File: src/rtl/sap_register_file.sv
// sap_register_file
//   Bank of DEPTH bus registers, WIDTH bits each, for the SAP data bus.
//   Addressed load, registered read with a one-cycle valid strobe, in-place
//   increment/decrement with carry/borrow and zero flags, and a combinational
//   debug view that never disturbs the bus output.
//
// Ports
//   clk            system clock, rising edge
//   clear_n        asynchronous active-low reset
//   data           bus input data
//   load/load_sel  write data into register load_sel
//   output_enable  read register out_sel onto data_out (1-cycle latency)
//   out_sel        read address
//   inc/dec        increment/decrement register op_sel (both high = no-op)
//   op_sel         inc/dec target
//   data_out       registered bus output, holds when not reading
//   data_out_valid high for one cycle after each accepted read
//   carry          carry/borrow from the last inc/dec
//   zero           last inc/dec result was zero
//   debug_sel      debug view address
//   debug_out      combinational view of register debug_sel
module sap_register_file #(
    parameter int                 WIDTH       = 8,
    parameter int                 DEPTH       = 4,
    parameter logic [WIDTH-1:0]   RESET_VALUE = '0
) (
    input  logic                       clk,
    input  logic                       clear_n,
    input  logic [WIDTH-1:0]           data,
    input  logic                       load,
    input  logic [$clog2(DEPTH)-1:0]   load_sel,
    input  logic                       output_enable,
    input  logic [$clog2(DEPTH)-1:0]   out_sel,
    input  logic                       inc,
    input  logic                       dec,
    input  logic [$clog2(DEPTH)-1:0]   op_sel,
    output logic [WIDTH-1:0]           data_out,
    output logic                       data_out_valid,
    output logic                       carry,
    output logic                       zero,
    input  logic [$clog2(DEPTH)-1:0]   debug_sel,
    output logic [WIDTH-1:0]           debug_out
);

    localparam int AW = $clog2(DEPTH);
    // One extra bit so DEPTH itself is representable when it is a power of 2.
    localparam logic [AW:0] DEPTH_W = (AW + 1)'(DEPTH);

    logic [WIDTH-1:0] regs_q [DEPTH];
    logic [WIDTH-1:0] regs_d [DEPTH];
    logic [WIDTH-1:0] data_out_q, data_out_d;
    logic             valid_q, valid_d;
    logic             carry_q, carry_d;
    logic             zero_q, zero_d;

    logic             load_ok, out_ok, op_ok, debug_ok, op_go;
    logic [WIDTH-1:0] op_old, op_new;

    always_comb begin
        load_ok  = load && ({1'b0, load_sel} < DEPTH_W);
        out_ok   = {1'b0, out_sel} < DEPTH_W;
        op_ok    = {1'b0, op_sel} < DEPTH_W;
        debug_ok = {1'b0, debug_sel} < DEPTH_W;
        // A same-address load takes the register and leaves the flags alone.
        op_go    = (inc ^ dec) && op_ok && !(load_ok && (load_sel == op_sel));

        op_old   = op_ok ? regs_q[op_sel] : '0;
        op_new   = inc ? op_old + 1'b1 : op_old - 1'b1;

        regs_d     = regs_q;
        data_out_d = data_out_q;
        valid_d    = 1'b0;
        carry_d    = carry_q;
        zero_d     = zero_q;

        if (load_ok) begin
            regs_d[load_sel] = data;
        end
        if (op_go) begin
            regs_d[op_sel] = op_new;
            carry_d        = inc ? (&op_old) : ~(|op_old);
            zero_d         = (op_new == '0);
        end
        // Read samples regs_q, so collisions see the pre-update value.
        if (output_enable) begin
            data_out_d = out_ok ? regs_q[out_sel] : '0;
            valid_d    = 1'b1;
        end
    end

    always_ff @(posedge clk or negedge clear_n) begin
        if (!clear_n) begin
            for (int i = 0; i < DEPTH; i++) begin
                regs_q[i] <= RESET_VALUE;
            end
            data_out_q <= '0;
            valid_q    <= 1'b0;
            carry_q    <= 1'b0;
            zero_q     <= 1'b0;
        end else begin
            regs_q     <= regs_d;
            data_out_q <= data_out_d;
            valid_q    <= valid_d;
            carry_q    <= carry_d;
            zero_q     <= zero_d;
        end
    end

    assign data_out       = data_out_q;
    assign data_out_valid = valid_q;
    assign carry          = carry_q;
    assign zero           = zero_q;
    assign debug_out      = debug_ok ? regs_q[debug_sel] : '0;

endmodule
File: config.mk
export PLATFORM = sky130hd
export DESIGN_NAME = sap_register_file
export DESIGN_NICKNAME = d
export VERILOG_FILES = /design/src/rtl/sap_register_file.sv
export SDC_FILE = /design/constraint.sdc
export NUM_CORES = 1
export LEC_CHECK = 0
export BUFFER_PORTS_ARGS = -buffer_cell sky130_fd_sc_hd__clkbuf_2
export CAP_MARGIN = 20
export CORE_MARGIN = 3
export CORE_UTILIZATION = 41
export CTS_BUF_LIST = sky130_fd_sc_hd__clkbuf_8
export DETAILED_ROUTE_END_ITERATION = 6
export MAX_ROUTING_LAYER = met4
export PLACE_DENSITY_LB_ADDON = 0.1
export SYNTH_ARGS = -nofsm -noshare
export SYNTH_HDL_FRONTEND = slang
export SYNTH_SLANG_ARGS = --single-unit
File: constraint.sdc
create_clock -name clk -period 6.8 [get_ports clk]
set_input_delay 2.04 -clock clk [delete_from_list [all_inputs] [get_ports clk]]
set_output_delay 2.04 -clock clk [all_outputs]
set_load 0.02 [all_outputs]
==> metrics.txt <==
run status=finished, final reports clean; H-tree depth=2; largest net degree at the start of global routing=44; summed instance area of the synthesized netlist=2980 sq um; cts-stage hold buffer count=0; layout overhead on the synthesized area=11.3%; predominant post-synthesis flop cell=sky130_fd_sc_hd__dfrtp_1; placement-stage worst setup slack=1670 ps; Seq/Total Area, Yosys=36.1%; vias=2191; total wire length=7790 microns; die span in x=91.3 microns; via count of the first global-routing pass=2150; post-detailed-route count of antenna-violating nets=0; endpoint type of the worst setup path=output pin; number of cells in the design after placement=380; Final Max Slew Viols=0; layout cells sized above 1=38.8%; CTS tree=done; maximum fanout encountered on the critical timing path=8; peak supply drop=0.175 mV; Worst Max-Slew Pin Slew=1080 ps; estimated wirelength of the detail-placed design=5350 microns; type of the worst setup path=input pin to output pin; required time of the critical path=4760 ps; count of warnings emitted by yosys=0; cells taking the most area after synthesis=sky130_fd_sc_hd__dfrtp_1 36%, sky130_fd_sc_hd__mux4_2 17%, sky130_fd_sc_hd__mux2_2 14%, sky130_fd_sc_hd__nand2_1 3.4%, sky130_fd_sc_hd__ha_1 3.4%; unrepaired setup endpoints after global routing=false; initial cell density of the core=43.2%; fraction of registers with async set or reset after synthesis=100%; global routing usage summed across all routing layers=20.0%; first-pass detailed-route iteration total=4; # Post-CTS Setup Buffers=0; Vert. Die Dim=91.3 microns; count of flip-flops with a built-in enable after synthesis=0; total die area=8330 sq um; routed length per placed instance=20.1 microns; worst path setup slack after routing=1690 ps; clock slew at the register clock pins of the worst setup and hold paths=80 ps; std cell rows=30; CP startpoint kind=input pin; initial DRC count=125; average size of a mapped cell=11.5 sq um; final non-filler cell total=387; max-cap check violation count=0; DRC violation count after routing=0; core utilization of the finished layout=48.1%; most common cell in the synthesized netlist=sky130_fd_sc_hd__dfrtp_1; area taken by multi-input logic gates=1810 sq um; leading cell types by count after synthesis=43 x sky130_fd_sc_hd__dfrtp_1, 36 x sky130_fd_sc_hd__mux2_2, 27 x sky130_fd_sc_hd__nand2_1; arrival time at the worst endpoint=3070 ps; cell taking the most area after synthesis=sky130_fd_sc_hd__dfrtp_1; setup violation total in the final timing report=0; # port buffers=40; Syn Nets=290; number of instances resized during post-cts repair=0; min-delay worst type=flip-flop to flip-flop; synthesis-stage register bit count=43; Mapped Cells=259; routed vias/inst=5.66; clock period minus worst slack=5110 ps; Leak Pwr=1.44 nW; IO Pins=41; insertion delay to the later sink of the worst-skew pair=300 ps; power density normalized to cell area=419 nW/um^2; Max transition margin=27.9%; area used by sequential logic in the layout=1080 sq um; f_max=0.196 GHz; total overflow reported by the global router=0; skew final=3.18 ps; number of antenna violations at the first check in global routing=0; global-route wire length before repair=12300 microns; Placer Congestion=0.769; number of clock sinks seen by CTS=43; Total Nets Final=322; share of the synthesized area in the top cell type=36.1%; number of inserted diodes=0; core area=6910 sq um; root buffer cell=sky130_fd_sc_hd__clkbuf_8; Filler Cell Count=689; number of different library cells in the post-synthesis netlist=39; post-route clock period utilization=75.2%; number of buffers created by CTS=5; Max Root-Sink Buffers=2; number of hold-slack violations in the final timing report=0; total negative slack=0 ps
power by group:
part	leakage, nW	internal, mW	switching (mW)
combinational	0.884	0.353	0.396
sequential	0.512	0.369	0.0996
clock	0.0470	0.0799	0.0919
total	1.44	0.802	0.588
routing by layer:
layer | wire [microns] | global-route usage [%] | vias to the layer above
li1 | - | - | 1035
met1 | 3600 | 27.3 | 1088
met2 | 3800 | 31.6 | 59
met3 | 325 | 2.98 | 9
met4 | 66 | 4.77 | 0
met5 | 0 | - | -
flip-flops by register name, summed over array words and instances (netlist names):
register / cells
zero: 1
regs_q: 32
data_out_valid: 1
carry: 1
data_out: 8
per-stage QoR:
step / total power, mW / instance area, sq um / hold WS, ps
CTS: 1.40 / 3320 / 515
global placement: 1.22 / 3230 / 492
floorplan: 1.01 / 2980 / 561
global route: 1.49 / 3320 / 524
finish: 1.39 / 3320 / 512
detailed placement: 1.22 / 3230 / 496
cells by family (layout without fill, tap and decap cells):
group                    after synthesis  count (layout)  share of synthesized area [%]
AO/OA/AOI/OAI                         50              50                           10.3
adder cells (fa/ha/maj)                9               9                           4.03
XOR/XNOR                              10              10                           3.19
buffers and inverters                 20              52                           3.15
multiplexers                          67              67                           33.9
flip-flops                            43              43                           36.1
AND/OR/NAND/NOR                       60              60                           9.35
cell type report:
cell class / count / share of cell area, %
inverter: 4 / 0.452
timing repair buffer: 41 / 6.26
tap: 96 / 3.62
clock inverter: 1 / 0.151
sequential: 43 / 32.4
clock buffer: 6 / 2.49
multi-input combinational: 196 / 54.6
worst max-delay path, stage by stage:
cell,delay (ps)
sky130_fd_sc_hd__clkbuf_2,300
sky130_fd_sc_hd__mux4_2,560
sky130_fd_sc_hd__clkbuf_2,170
cell usage in the layout, fill, tap and decap left out, types with 3 or more instances in the layout:
master and instances:
sky130_fd_sc_hd__nand4_1 3, sky130_fd_sc_hd__ha_1 8, sky130_fd_sc_hd__nand2_1 27, sky130_fd_sc_hd__xnor2_1 7, sky130_fd_sc_hd__nand3b_1 3, sky130_fd_sc_hd__mux2_2 36, sky130_fd_sc_hd__o21ai_1 4, sky130_fd_sc_hd__nor2_1 16
sky130_fd_sc_hd__mux2i_1 7, sky130_fd_sc_hd__nand3_1 3, sky130_fd_sc_hd__dfrtp_1 43, sky130_fd_sc_hd__mux4_2 22, sky130_fd_sc_hd__o21ai_0 19, sky130_fd_sc_hd__a31oi_1 4, sky130_fd_sc_hd__inv_1 4, sky130_fd_sc_hd__clkbuf_2 40
sky130_fd_sc_hd__clkbuf_8 6, sky130_fd_sc_hd__a21oi_1 15
path summary, 6_finish.rpt:
check,start,to,slack [ps],depth (start not counted)
min in group asynchronous,clear_n,regs_q[24]$_DFF_PN0_,1800,2
hold / removal,data_out[7]$_DFFE_PN0P_,data_out[7]$_DFFE_PN0P_,510,1
setup reg to reg,regs_q[1]$_DFF_PN0_,regs_q[22]$_DFF_PN0_,3950,8
setup / recovery,debug_sel[0],debug_out[3],1690,3
max in group asynchronous,clear_n,regs_q[11]$_DFF_PN0_,4580,2
hold reg to reg,data_out[7]$_DFFE_PN0P_,data_out[7]$_DFFE_PN0P_,510,1
(Power assumes the default switching activity.)
